<file path="src/rtl/uart_transmitter.sv">
// rtl/uart_transmitter.sv - 8N1/8N2 UART transmitter, LSB first, registered tx.
// Optional parity bit between data and stop bits when UART_TX_PARITY_EN is defined.
module uart_transmitter #(
  parameter int CLKS_PER_BIT = 868,
  parameter int STOP_BITS    = 1,
  parameter int PARITY_ODD   = 0
) (
  input  logic       system_clk,
  input  logic       reset,
  input  logic [7:0] tx_data,
  input  logic       tx_start,
  output logic       tx_busy,
  output logic       tx_done,
  output logic       tx
);

  localparam logic [15:0] CNT_LAST  = 16'(CLKS_PER_BIT - 1);
  localparam logic [15:0] CNT_PRE   = 16'(CLKS_PER_BIT - 2);
  localparam logic        STOP_LAST = 1'(STOP_BITS - 1);

  typedef enum logic [2:0] {
    S_IDLE,
    S_START,
    S_DATA,
`ifdef UART_TX_PARITY_EN
    S_PARITY,
`endif
    S_STOP
  } state_t;

  state_t      r_state, w_state_next;
  logic [15:0] r_cnt, w_cnt_next;
  logic [2:0]  r_idx, w_idx_next;
  logic [7:0]  r_shift, w_shift_next;
  logic        r_stop, w_stop_next;
  logic        r_tx, w_tx_next;
  logic        r_busy, w_busy_next;
  logic        r_done, w_done_next;
  logic        w_cnt_last;

`ifdef UART_TX_PARITY_EN
  logic r_par, w_par_next;

  always_ff @(posedge system_clk) begin
    if (reset) r_par <= 1'b0;
    else       r_par <= w_par_next;
  end
`else
  logic w_unused_parity_odd;
  assign w_unused_parity_odd = (PARITY_ODD != 0);
`endif

  assign w_cnt_last = (r_cnt == CNT_LAST);

  always_ff @(posedge system_clk) begin
    if (reset) begin
      r_state <= S_IDLE;
      r_cnt   <= '0;
      r_idx   <= '0;
      r_shift <= '0;
      r_stop  <= 1'b0;
      r_tx    <= 1'b1;
      r_busy  <= 1'b0;
      r_done  <= 1'b0;
    end else begin
      r_state <= w_state_next;
      r_cnt   <= w_cnt_next;
      r_idx   <= w_idx_next;
      r_shift <= w_shift_next;
      r_stop  <= w_stop_next;
      r_tx    <= w_tx_next;
      r_busy  <= w_busy_next;
      r_done  <= w_done_next;
    end
  end

  always_comb begin
    w_state_next = r_state;
    w_cnt_next   = r_cnt;
    w_idx_next   = r_idx;
    w_shift_next = r_shift;
    w_stop_next  = r_stop;
    w_tx_next    = r_tx;
    w_busy_next  = r_busy;
    w_done_next  = 1'b0;
`ifdef UART_TX_PARITY_EN
    w_par_next   = r_par;
`endif
    case (r_state)
      S_IDLE: begin
        w_tx_next   = 1'b1;
        w_busy_next = 1'b0;
        if (tx_start) begin
          w_state_next = S_START;
          w_cnt_next   = '0;
          w_shift_next = tx_data;
          w_tx_next    = 1'b0;
          w_busy_next  = 1'b1;
`ifdef UART_TX_PARITY_EN
          w_par_next   = (^tx_data) ^ (PARITY_ODD != 0);
`endif
        end
      end
      S_START: begin
        if (w_cnt_last) begin
          w_cnt_next   = '0;
          w_state_next = S_DATA;
          w_idx_next   = '0;
          w_tx_next    = r_shift[0];
        end else begin
          w_cnt_next = r_cnt + 16'd1;
        end
      end
      S_DATA: begin
        if (w_cnt_last) begin
          w_cnt_next   = '0;
          w_shift_next = r_shift >> 1;
          if (r_idx == 3'd7) begin
            w_stop_next  = 1'b0;
`ifdef UART_TX_PARITY_EN
            w_state_next = S_PARITY;
            w_tx_next    = r_par;
`else
            w_state_next = S_STOP;
            w_tx_next    = 1'b1;
`endif
          end else begin
            w_idx_next = r_idx + 3'd1;
            w_tx_next  = r_shift[1];
          end
        end else begin
          w_cnt_next = r_cnt + 16'd1;
        end
      end
`ifdef UART_TX_PARITY_EN
      S_PARITY: begin
        if (w_cnt_last) begin
          w_cnt_next   = '0;
          w_state_next = S_STOP;
          w_stop_next  = 1'b0;
          w_tx_next    = 1'b1;
        end else begin
          w_cnt_next = r_cnt + 16'd1;
        end
      end
`endif
      S_STOP: begin
        w_tx_next = 1'b1;
        // The idle/done cycle is the last cycle of the final stop bit, so leave one early.
        if (r_stop == STOP_LAST && r_cnt == CNT_PRE) begin
          w_state_next = S_IDLE;
          w_cnt_next   = '0;
          w_busy_next  = 1'b0;
          w_done_next  = 1'b1;
        end else if (w_cnt_last) begin
          w_cnt_next  = '0;
          w_stop_next = r_stop + 1'b1;
        end else begin
          w_cnt_next = r_cnt + 16'd1;
        end
      end
      default: begin
        w_state_next = S_IDLE;
        w_tx_next    = 1'b1;
        w_busy_next  = 1'b0;
      end
    endcase
  end

  assign tx      = r_tx;
  assign tx_busy = r_busy;
  assign tx_done = r_done;

endmodule

</file>
<file path="config.mk">
export PLATFORM = sky130hd
export DESIGN_NAME = uart_transmitter
export DESIGN_NICKNAME = d
export VERILOG_FILES = /design/src/rtl/uart_transmitter.sv
export SDC_FILE = /design/constraint.sdc
export NUM_CORES = 1
export LEC_CHECK = 0
export CAP_MARGIN = 5
export CORE_MARGIN = 4
export CORE_UTILIZATION = 30
export CTS_CLUSTER_SIZE = 10
export DETAILED_ROUTE_END_ITERATION = 16
export HOLD_SLACK_MARGIN = 0.1
export SLEW_MARGIN = 20
export SYNTH_ARGS = -nofsm -noshare
export SYNTH_HDL_FRONTEND = slang
export SYNTH_SLANG_ARGS = --single-unit
export TNS_END_PERCENT = 1
</file>
<file path="constraint.sdc">
create_clock -name system_clk -period 2.6 [get_ports system_clk]
set_input_delay 0.52 -clock system_clk [delete_from_list [all_inputs] [get_ports system_clk]]
set_output_delay 0.52 -clock system_clk [all_outputs]
set_load 0.005 [all_outputs]
</file>
== After elaboration in Yosys (flattened, before gate mapping) ==
Index checks and enable logic that the tools add are counted.

* Input port bits: 11
* Bits in writable memories: 0
* Latch bits: 0
* Flip-flop bits (word level): 34
* Memories kept: 0
* Logic and storage cells: 74
* Memory bits (read-only): 0
* Output and inout port bits: 3

* Shifts and indexed selects: 0
* Equality and inequality tests: 14
* Reductions and logical operators: 15
* Bitwise gates (word level): 3
* Div/mod/pow operators: 0
* Mux-type cells: 31
* Add/sub/neg operators: 3
* Multiply operators: 0
* Order comparisons: 0

{| class="wikitable"
|+ Operators by type and width
! cell !! number
|-
| two-way mux 16 bit || 3
|-
| case mux 16 bit (3 select lines) || 1
|-
| == test 16 x 10 -> 1 bit (second input constant) || 2
|-
| two-way mux 3 bit || 8
|-
| adder 16 x 1 -> 16 bit (second input constant) || 1
|-
| two-way mux 8 bit || 2
|-
| != test 2 bit (second input constant) || 8
|-
| case mux 8 bit (2 select lines) || 1
|-
| case mux 3 bit (4 select lines) || 1
|-
| two-way mux 1 bit || 11
|-
| AND reduction 5 bit || 2
|-
| == test 3 x 2 -> 1 bit (second input constant) || 2
|-
| case mux 1 bit (3 select lines) || 2
|-
| case mux 3 bit (2 select lines) || 1
|-
| AND reduction 2 bit || 3
|-
| nonzero test 2 bit || 3
|-
| AND reduction 4 bit || 1
|-
| OR reduction 2 bit || 2
|-
| adder 3 x 1 -> 3 bit (second input constant) || 1
|-
| == test 3 x 1 -> 1 bit (second input constant) || 1
|-
| == test 3 bit (second input constant) || 1
|-
| zero test 3 bit || 1
|-
| inverter 1 bit || 3
|-
| AND reduction 3 bit || 1
|-
| other kinds (4) || 4
|}

== Depth between registers and ports, before layout ==
* Depth in word-level cells: 4
* Mapped depth: 8
* Mapped depth without buffers: 7

== Worst setup path after synthesis ==
OpenSTA, ideal clock, no wires.

* Kind: register to register
* Start: register r_cnt[12]
* End: register r_state[0]
* Setup slack: 0.479 ns
* Buffers on the path: 1
* Data arrival time: 2.025 ns
* Cell stages (with the launch flop): 7
* Setup time: 0.096 ns
* Required time: 2.504 ns
* Period minus slack after synthesis: 2.121 ns
* Cell sequence: dfxtp_1 > or4_1 > buf_2 > or4_1 > a21oi_2 > nand2_2 > o41ai_2

* Longest elaborated chain between the ends: 4
* Elaborated cells between the ends (all ways): 7
* Classes of those cells: 5 x eq/ne; 2 x reduce/logical

{| class="wikitable"
|+ Ends and longest elaborated chain
! item !! RTL line !! source
|-
| from (decl) || 32 || <nowiki>logic [15:0] r_cnt, w_cnt_next;</nowiki>
|-
| from (signal assigned) || 67 || <nowiki>r_cnt <= w_cnt_next;</nowiki>
|-
| == test 16 x 10 -> 1 bit || 150 || <nowiki>if (r_stop == STOP_LAST && r_cnt == CNT_PRE) begin</nowiki>
|-
| logical AND 1 bit || 150 ||
|-
| != test 2 bit (no source line) || -- ||
|-
| AND reduction 5 bit (no source line) (*) || -- ||
|-
| to (signal assigned) || 66 || <nowiki>r_state <= w_state_next;</nowiki>
|-
| to (decl) || 31 || <nowiki>state_t r_state, w_state_next;</nowiki>
|}

Mark *: on every way between the ends. The rest lies on a longest branch, timed or not.
A chain may end at the register's enable or synchronous reset.

== Final worst setup path ==
* Start: register r_cnt[13]
* End: register r_state[0]

Same word-level chain as after synthesis.

==> flow_metrics.py <==
metrics = {
    "finish": {
        "drive_above_1_share": 0.127,
        "nNetsFinal": 248,
        "final_util": 0.367,
        "final_area_sq_um": 2170,
        "layout_common_cells": "dfxtp_1 (33), nand2_1 (26), nand3_1 (18), nor2_1 (15), clkdlybuf4s50_1 (13)",
        "nFillCells": 631,
        "area_growth_pct": 18.3,
        "final_common_cell": "dfxtp_1",
        "antenna_cells": 0,
    },
    "yosys": {
        "synth_area_per_cell_sq_um": 8.66,
        "ys_types": 44,
        "synth_ff_type": "dfxtp_1",
        "ys_warn_count": 0,
        "synth-edff-count": 0,
        "syn_area_sq_um": 1840,
        "synth.net_count": 233,
        "async_flop_share": 0,
        "synth_seq_cells": 33,
        "seq_area_frac_synth": 0.360,
        "syn_inst": 212,
    },
    "clock_tree": {
        "clk_pin_slew_ns": 0.07,
        "cts_buffers": 5,
        "insertion_delay_ns": 0.28,
        "cts.sinks": 33,
        "cts_hold_buf": 0,
        "post-cts-setup-buffer-count": 0,
        "cts_tree": "yes",
        "cts_resized": 0,
        "htree_levels": 2,
        "clockRootBuffer": "clkbuf_8",
        "clock_path_buffers": 2,
    },
    "detailed_routing": {
        "drtPass1Iterations": 4,
        "drt_iter0_drc": 71,
        "postRouteAntennaNets": 0,
        "vias": 1591,
        "routed_wl_microns": 3820,
        "post_drt_wl_per_cell_microns": 12.6,
        "remaining_drc_errors": 0,
        "vias_per_cell": 5.25,
    },
    "sta": {
        "holdWs_ns": 0.457,
        "setup_violations": 0,
        "fin_crit_sh": 0.887,
        "period_minus_slack_ns": 2.31,
        "rsz0062_at_grt": "false",
        "setup_tns_ns": 0,
        "fin_skew_ns": 0.00309,
        "slew_headroom": 0.333,
        "slew_violations": 0,
        "worst_pin_slew_ns": 0.996,
        "hold_viol": 0,
        "timing.fmax_mhz": 434,
        "setup_slack_ns": 0.294,
    },
    "setup_path": {
        "path_class": "reg -> reg",
        "path_common_cell": "or4_1",
        "critical_path.slowest_cell": "or4_1",
        "start_kind": "flip-flop",
        "crit_path_end_kind": "flip-flop",
        "path_max_fanout": 6,
        "cp_data_required_time_ns": 2.79,
        "path_cells": "or4_1, or4_1, a21oi_2, nand2_2, o41ai_2",
        "max_stage_delay_ns": 0.67,
        "critPathArrivalTime_ns": 2.49,
    },
    "floorplan": {
        "die-height_microns": 86.2,
        "fp.dieW_microns": 86.2,
        "initial_core_util": 0.310,
        "core-area_sq_um": 5920,
        "rows": 28,
        "die_area_sq_um": 7430,
        "io_pins": 14,
    },
    "place": {
        "dp_hpwl_microns": 2750,
        "dp_slack_ns": 0.241,
        "place_congestion": 0.760,
        "io_buffers": 13,
        "placed_cell_area_sq_um": 2060,
    },
    "run_status": {
        "status": "completed",
    },
    "power": {
        "vdd.ir_drop.worst_mv": 0.503,
        "power_density_nw_per_um2": 820,
        "leakagePower_nw": 0.762,
    },
    "global_route": {
        "gr-total-overflow": 0,
        "grt_max_degree": 20,
        "grt_pass1_wl_microns": 6710,
        "grt_pass1_vias": 1488,
        "antenna_found_initial": 0,
        "grt_usage": 0.109,
    },
    "run": {
        "drv_cap": 0,
    },
    "worst_hold_path": {
        "min_path_type": "reg -> reg",
    },
}
==> kinds of logic after synthesis <==
| kind of cell | Yosys count | synth area share |
|---|---|---|
| and+or+nand+nor | 93 | 0.267 |
| AOI/OAI and AO/OA | 40 | 0.160 |
| DFF | 33 | 0.360 |
| buffers and inverters | 17 | 0.0368 |
| muxes | 17 | 0.0982 |
| adders and majority gates | 10 | 0.0682 |
| xor gates and xnor gates | 2 | 0.00955 |
==> critical path: cells and delay by family (launching register included) <==
family | cells | cell delay [ns]
AND/OR/NAND/NOR | 3 | 1.40
flip-flops | 1 | 0.35
AO/OA/AOI/OAI | 2 | 0.47
==> path summary, 6_finish.rpt <==
check,endpoint,start,cells past startpoint,slack (ns)
hold reg to reg,tx_busy$_SDFFE_PP0P_,tx_busy$_SDFFE_PP0P_,2,0.46
setup reg to reg,r_state[0]$_SDFFE_PP0P_,r_cnt[13]$_SDFFE_PP0P_,5,0.29
hold / removal,tx_busy$_SDFFE_PP0P_,tx_busy$_SDFFE_PP0P_,2,0.46
setup / recovery,r_state[0]$_SDFFE_PP0P_,r_cnt[13]$_SDFFE_PP0P_,5,0.29
==> metrics by stage <==
step | power [W] | instances
2_1_floorplan | 0.00112 | 212
3_3_place_gp | 0.00128 | 295
3_5_place_dp | 0.00129 | 295
4_1_cts | 0.00180 | 303
5_1_grt | 0.00190 | 303
6_report | 0.00178 | 303
==> registers in the layout, indices dropped and copies added (netlist names) <==
| signal | count |
|---|---|
| r_cnt | 16 |
| r_idx | 3 |
| r_shift | 8 |
| r_state | 2 |
| r_stop | 1 |
| tx | 1 |
| tx_busy | 1 |
| tx_done | 1 |
==> synth_stat cells (2+ instances only) <==
| master | instances | area share |
|---|---|---|
| o311ai_1 | 5 | 0.024 |
| o211ai_1 | 2 | 0.0082 |
| clkbuf_1 | 7 | 0.014 |
| nor2b_1 | 3 | 0.010 |
| nor4b_1 | 2 | 0.0095 |
| dfxtp_1 | 33 | 0.36 |
| mux2_2 | 8 | 0.049 |
| a21oi_1 | 11 | 0.030 |
| nand2_1 | 26 | 0.053 |
| mux2i_1 | 9 | 0.049 |
| nand2b_1 | 3 | 0.010 |
| nand3_1 | 18 | 0.049 |
| o41ai_2 | 2 | 0.018 |
| buf_2 | 3 | 0.0082 |
| or2_2 | 2 | 0.0068 |
| nand4_1 | 6 | 0.020 |
| o311ai_0 | 3 | 0.014 |
| or3_1 | 3 | 0.010 |
| inv_1 | 7 | 0.014 |
| nor4_1 | 2 | 0.0068 |
| or4_1 | 4 | 0.016 |
| o21ai_0 | 7 | 0.019 |
| xor2_1 | 2 | 0.0095 |
| ha_1 | 10 | 0.068 |
| nor2_1 | 15 | 0.031 |
==> area by class of cell <==
type                       count  area [sq um]  area share
clock inverter                 1          30.0      0.0138
timing repair buffer          18           168      0.0772
inverter                       7          26.3      0.0121
multi-input combinational    162          1110       0.510
clock buffer                   7          86.3      0.0397
sequential                    33           661       0.304
tap                           75          93.8      0.0432
==> routing by layer <==
| layer | wire length, microns | track usage | part of all wire |
|---|---|---|---|
| met5 | 0 | 0 | 0 |
| met4 | 44 | 0.0340 | 0.012 |
| met3 | 116 | 0.0247 | 0.030 |
| met2 | 1820 | 0.186 | 0.48 |
| met1 | 1830 | 0.137 | 0.48 |
==> report_power, final <==
group	switching [W]	internal (W)	total, W
logic	0.000358	0.000286	0.000644
registers	0.0000511	0.000584	0.000635
clock network	0.000188	0.000313	0.000501
(Power assumes the default switching activity.)
